--- src/rtl/evaluador_condiciones.sv ---
// Condition-code evaluator with a flag register and a small flag save stack.
// A request (cond_valid/cond_ready) is evaluated against the current flags,
// or against flags_in when flags_we forwards a write. The result is held in
// a one-entry output register (salto_valid/salto_ready).
module evaluador_condiciones #(
  parameter int unsigned PROFUNDIDAD = 4
) (
  input  logic       clk,
  input  logic       rst_n,
  input  logic [3:0] flags_in,
  input  logic       flags_we,
  input  logic       flags_push,
  input  logic       flags_pop,
  input  logic [3:0] cond,
  input  logic       cond_valid,
  output logic       cond_ready,
  output logic       salto_valid,
  input  logic       salto_ready,
  output logic       salto_tomado,
  output logic [3:0] flags_reg,
  output logic       pila_vacia,
  output logic       pila_llena,
  output logic       error_pila
);

  localparam int unsigned OccW = $clog2(PROFUNDIDAD + 1);
  localparam int unsigned IdxW = (PROFUNDIDAD > 1) ? $clog2(PROFUNDIDAD) : 1;
  localparam logic [OccW-1:0] OccLleno = OccW'(PROFUNDIDAD);

  logic [3:0]      flags_q, flags_d;
  logic [OccW-1:0] occ_q, occ_d;
  logic            error_q, error_d;
  logic            valid_q, valid_d;
  logic            tomado_q, tomado_d;
  logic [3:0]      pila_q [PROFUNDIDAD];

  logic [3:0]      operando;
  logic            resultado;
  logic            aceptar;
  logic            vacia, llena;
  logic            push_ok, pop_ok, mal_uso;
  logic [IdxW-1:0] push_idx, pop_idx;

  assign vacia    = (occ_q == '0);
  assign llena    = (occ_q == OccLleno);
  assign push_idx = IdxW'(occ_q);
  assign pop_idx  = IdxW'(occ_q - OccW'(1));

  // Stack operation qualification; simultaneous push and pop is misuse.
  always_comb begin
    push_ok = flags_push & ~flags_pop & ~llena;
    pop_ok  = flags_pop & ~flags_push & ~vacia;
    mal_uso = (flags_push & flags_pop) | (flags_push & llena) | (flags_pop & vacia);
  end

  // Condition evaluation on the forwarded operand {C, V, Z, N}.
  always_comb begin
    operando  = flags_we ? flags_in : flags_q;
    resultado = 1'b0;
    case (cond)
      4'd0:  resultado = operando[1];
      4'd1:  resultado = ~operando[1];
      4'd2:  resultado = operando[3];
      4'd3:  resultado = ~operando[3];
      4'd4:  resultado = operando[0];
      4'd5:  resultado = ~operando[0];
      4'd6:  resultado = operando[2];
      4'd7:  resultado = ~operando[2];
      4'd8:  resultado = operando[3] & ~operando[1];
      4'd9:  resultado = ~operando[3] | operando[1];
      4'd10: resultado = (operando[0] == operando[2]);
      4'd11: resultado = (operando[0] != operando[2]);
      4'd12: resultado = ~operando[1] & (operando[0] == operando[2]);
      4'd13: resultado = operando[1] | (operando[0] != operando[2]);
      4'd14: resultado = 1'b1;
      4'd15: resultado = 1'b0;
      default: resultado = 1'b0;
    endcase
  end

  // Handshake: a new request can enter whenever the output slot frees up this cycle.
  always_comb begin
    cond_ready = ~valid_q | salto_ready;
    aceptar    = cond_valid & cond_ready;
  end

  // Next-state for result register, flag register, occupancy and sticky error.
  always_comb begin
    valid_d  = valid_q;
    tomado_d = tomado_q;
    if (aceptar) begin
      valid_d  = 1'b1;
      tomado_d = resultado;
    end else if (salto_ready) begin
      valid_d  = 1'b0;
    end

    flags_d = flags_q;
    occ_d   = occ_q;
    if (push_ok) begin
      occ_d = occ_q + OccW'(1);
    end else if (pop_ok) begin
      occ_d   = occ_q - OccW'(1);
      flags_d = pila_q[pop_idx];
    end
    // A write always wins, even over a restored entry.
    if (flags_we) begin
      flags_d = flags_in;
    end

    error_d = error_q | mal_uso;
  end

  // Control state with asynchronous reset.
  always_ff @(posedge clk or negedge rst_n) begin
    if (!rst_n) begin
      flags_q  <= 4'b0000;
      occ_q    <= '0;
      error_q  <= 1'b0;
      valid_q  <= 1'b0;
      tomado_q <= 1'b0;
    end else begin
      flags_q  <= flags_d;
      occ_q    <= occ_d;
      error_q  <= error_d;
      valid_q  <= valid_d;
      tomado_q <= tomado_d;
    end
  end

  // Stack storage needs no reset: entries are only read below the occupancy.
  always_ff @(posedge clk) begin
    if (push_ok) begin
      pila_q[push_idx] <= flags_q;
    end
  end

  assign salto_valid  = valid_q;
  assign salto_tomado = tomado_q;
  assign flags_reg    = flags_q;
  assign pila_vacia   = vacia;
  assign pila_llena   = llena;
  assign error_pila   = error_q;

endmodule

--- config.mk ---
export PLATFORM = sky130hd
export DESIGN_NAME = evaluador_condiciones
export DESIGN_NICKNAME = d
export VERILOG_FILES = /design/src/rtl/evaluador_condiciones.sv
export SDC_FILE = /design/constraint.sdc
export NUM_CORES = 1
export LEC_CHECK = 0
export CORE_MARGIN = 8
export CORE_UTILIZATION = 55
export CTS_CLUSTER_SIZE = 28
export DETAILED_ROUTE_END_ITERATION = 16
export GPL_ROUTABILITY_DRIVEN = 0
export HOLD_SLACK_MARGIN = 0.15
export PLACE_DENSITY_LB_ADDON = 0.1
export SLEW_MARGIN = 25
export SYNTH_ARGS = -nofsm -noshare
export SYNTH_HDL_FRONTEND = slang
export SYNTH_SLANG_ARGS = --single-unit
export TNS_END_PERCENT = 100
--- constraint.sdc ---
create_clock -name clk -period 4.1 [get_ports clk]
set_input_delay 1.23 -clock clk [delete_from_list [all_inputs] [get_ports clk]]
set_output_delay 1.23 -clock clk [all_outputs]
set_load 0.02 [all_outputs]
* Yosys cells after proc, flatten, opt, wreduce, memory -nomap -nowiden
Memory sizes are Yosys's and may differ from the RTL's. Index checks and enable logic that the tools add are counted.
Cells by class: reduce and logical (&&, ||, !) cells 6, $add $sub $neg 2, bitwise gates (word level) 25, multiplexer cells 11, equal/unequal tests 19
Operators by type and width (number):
- $eq 4x4->1 const B | 8
- $eq 4x3->1 const B | 4
- $mux 4 | 4
- $pmux 1 s16 | 1
- $and 1x1->1 | 10
- $not 1->1 | 9
- $eq 4x2->1 const B | 2
- $mux 3 | 2
- $or 1x1->1 | 6
- $reduce_bool 2->1 | 3
- $eq 4x1->1 const B | 1
- $logic_not 4->1 | 1
- $mux 1 | 4
- $add 3x1->3 const B | 1
- $eq 3x3->1 const B | 1
- $logic_not 3->1 | 1
- $sub 3x1->3 const B | 1
- $ne 2x2->1 const B | 1
- $reduce_and 2->1 | 1
- $eq 1x1->1 | 1
- $ne 1x1->1 | 1
Word-level totals: input bits 15, logic and storage cells 69, output and inout bits 10, register bits 10, memories 1, RAM bits 16
Memories:
- pila_q | depth 4, width 4, read ports 1, clocked after Yosys merged registers in 0, wr ports 1, line 35 | logic [3:0] pila_q [PROFUNDIDAD];

* Longest topological paths before layout
depth after elaboration 6, depth in mapped cells 8, depth with buffers taken out 6

* Worst setup path before layout
Ideal clock, no wire load.
path kind input to output, start point input salto_ready, end point output cond_ready, cell stages on the path 1, path slack 1404 ps, arrival 1466 ps, data required time 2870 ps, buffers on the path 0, path through nand2b_1
Between the ends: word-level cells in the longest chain between the ends 1
RTL lines:
- from (decl) | line 18 | input logic salto_ready,
- $or 1x1->1 | line 83 | cond_ready = ~valid_q | salto_ready;
- to (decl) | line 16 | output logic cond_ready,
Every way passes these cells.

* Worst setup path in the final report
Ends and elaborated chain as after synthesis.

==> results.json <==
{
  "status": "complete, no violations",
  "critPathKind": "input pin to output pin",
  "max_clock_freq_mhz": 273,
  "netlist_area_mm2": 0.00147,
  "setup_violations": 0,
  "numPortBuffers": 24,
  "end_kind": "output pin",
  "drt-pass1-iter-count": 4,
  "die_h_um": 67.6,
  "synth_edf_count": 16,
  "synth_area_leader_cell": "edfxtp_1",
  "wl_per_cell_um": 17.6,
  "grt.busiest_layer": "met2",
  "finalNetCount": 169,
  "grt_pass1_wl_um": 4890,
  "start_util": 0.587,
  "use_met2": 0.233,
  "synth.most_common_cell": "edfxtp_1",
  "critPathLaunchType": "input pin",
  "seq_area_frac_synth": 0.498,
  "worstMarginPinSlew_ns": 0.742,
  "num_antenna_cells": 0,
  "fin_crit_ns": 3.67,
  "clock-sinks": 26,
  "synthTopCellsByArea": "edfxtp_1 33%, dfrtp_1 17%, mux4_2 9.2%, mux2i_1 4.8%, ha_1 4.3%",
  "ir_worst_vdd_mv": 0.468,
  "r2r_setup_slack_ns": 1.80,
  "first_iter_violations": 66,
  "ioPinCount": 25,
  "startpoint": "salto_ready",
  "multiInputGateArea_um2": 686,
  "synthCells": 126,
  "postCtsSetupBuffers": 0,
  "cts.clk_slew.worst_paths_ns": 0.13,
  "synth-seq-cells": 26,
  "htreeDepth": 1,
  "cts_made_buffers": 3,
  "syn_area_per_cell_um2": 11.6,
  "fin_area_mm2": 0.00178,
  "overflow": 0,
  "via_per_inst": 5.98,
  "cts.root.buffer_cell": "clkbuf_4",
  "postLayoutCoreUtil": 0.711,
  "period_share": 0.895,
  "tritoncts": "yes",
  "largest_reg_flops": 16,
  "die_w_um": 67.6,
  "drv_cap": 0,
  "die-area_mm2": 0.00457,
  "synthTopCellsByCount": "16 x edfxtp_1, 11 x nand2_1, 10 x dfrtp_1",
  "ys_types": 37,
  "globalRouteMet1Util": 0.170,
  "crit_path_end": "cond_ready",
  "max_slew_margin": 0.501,
  "reg2reg_from": "occ_q[0]$_DFFE_PN0P_",
  "cts_hold_buf": 0,
  "tns_ns": 0,
  "coreArea_mm2": 0.00250,
  "critPathArrivalTime_ns": 2.44,
  "worstPathMaxFanout": 3,
  "final_max_slew_viol_count": 0,
  "rsz0062_at_grt": "false",
  "reg2regPathDepth": 4,
  "routed_wl_um": 3130,
  "hpwl_um": 2420,
  "via_count": 1065,
  "synth_top_cell_area_share": 0.328,
  "power_density_mw_per_mm2": 584,
  "grt_use_total": 0.144,
  "postSynth.asyncResetShare": 0.385,
  "fill_cells": 176,
  "area_delta_synth_final_pct": 21.2,
  "rows": 18,
  "clockBufferDepth": 2,
  "ys.flop_type": "edfxtp_1",
  "finalNonFillerCells": 178,
  "hold_viol_final": 0,
  "dp_slack_ns": 0.437,
  "dp.cells": 174,
  "ant_nets": 0,
  "antenna_found_initial": 0,
  "dpl_cell_area_mm2": 0.00172,
  "fin_skew_ns": 0.00816,
  "crit_required_ns": 2.87,
  "clk_latency_ns": 0.32,
  "drive_above_1_share": 0.0878,
  "ctsResizeCount": 0,
  "seq_area_um2": 731,
  "grt_max_degree": 16,
  "power_leakage_uw": 0.000669,
  "worstHoldPathType": "flop to flop",
  "synth_warnings": 0,
  "rr_endpoint": "pila_q[3][1]$_DFFE_PP_",
  "grt_pass1_vias": 1031,
  "drc": 0,
  "syn-num-nets": 146,
  "setup_ws_ns": 0.431,
  "grt_util_met3": 0.0397
}
final cells by class:
type                            count  share of cell area
Tap cell                           30              0.0211
Timing Repair Buffer               25               0.139
Clock inverter                      1              0.0169
Inverter                            6              0.0127
Multi-Input combinational cell     87               0.386
Sequential cell                    26               0.411
Clock buffer                        3              0.0127
worst max-delay path: stages:
cell	delay (ns)
clkdlybuf4s50_1	0.45
nand2b_1	0.14
clkdlybuf4s50_1	0.62
layout by cell type (no fill, tap or decap), types with 2 or more instances in the layout:
cell,synthesis,routed
xnor2_1,7,7
nand2b_1,5,5
and2_1,5,5
o21ai_0,2,2
clkbuf_4,0,3
edfxtp_1,16,16
inv_1,5,5
nor3_1,2,2
dfrtp_1,10,10
a21oi_1,7,7
nor2_1,5,5
nand2_1,11,11
mux2i_1,7,7
a31oi_1,2,2
mux4_2,6,6
clkdlybuf4s50_1,0,24
o21ai_1,5,5
ha_1,5,5
routing by layer:
| layer | wire (um) | vias up |
|---|---|---|
| met1 | 1320 | 524 |
| li1 | - | 510 |
| met3 | 164 | 6 |
| met2 | 1580 | 25 |
| met5 | 0 | - |
| met4 | 58 | 0 |
logic make-up (layout without fill, tap and decap cells):
| group | count (synthesis) | count (layout) | share of synthesized area |
|---|---|---|---|
| muxes | 13 | 13 | 0.140 |
| DFF | 26 | 26 | 0.498 |
| adders and majority gates | 5 | 5 | 0.0427 |
| buffers and inverters | 13 | 35 | 0.0341 |
| AOI/OAI and AO/OA | 27 | 27 | 0.119 |
| and+or+nand+nor | 34 | 34 | 0.119 |
| xor gates and xnor gates | 8 | 8 | 0.0478 |
power by group:
part	leakage (uW)	internal [uW]	switching (uW)
registers	0.000261	352	74.8
clock network	0.0000279	98.9	72.7
logic	0.000379	219	220
how the worst min path moves through the flow:
stage	from	slack, ns	end	cells past startpoint
floorplan	error_pila$_DFF_PN0_	0.56	error_pila$_DFF_PN0_	2
global placement	error_pila$_DFF_PN0_	0.44	error_pila$_DFF_PN0_	2
detailed placement	error_pila$_DFF_PN0_	0.45	error_pila$_DFF_PN0_	2
CTS	error_pila$_DFF_PN0_	0.48	error_pila$_DFF_PN0_	2
global route	error_pila$_DFF_PN0_	0.50	error_pila$_DFF_PN0_	2
finish	error_pila$_DFF_PN0_	0.48	error_pila$_DFF_PN0_	2
metrics by stage:
step,hold WS [ns],total power [uW]
3_3_place_gp,0.443,852
6_report,0.481,1040
5_1_grt,0.496,1090
4_1_cts,0.478,1040
2_1_floorplan,0.564,716
3_5_place_dp,0.448,876
No activity file was read; power rests on OpenSTA's default activity.
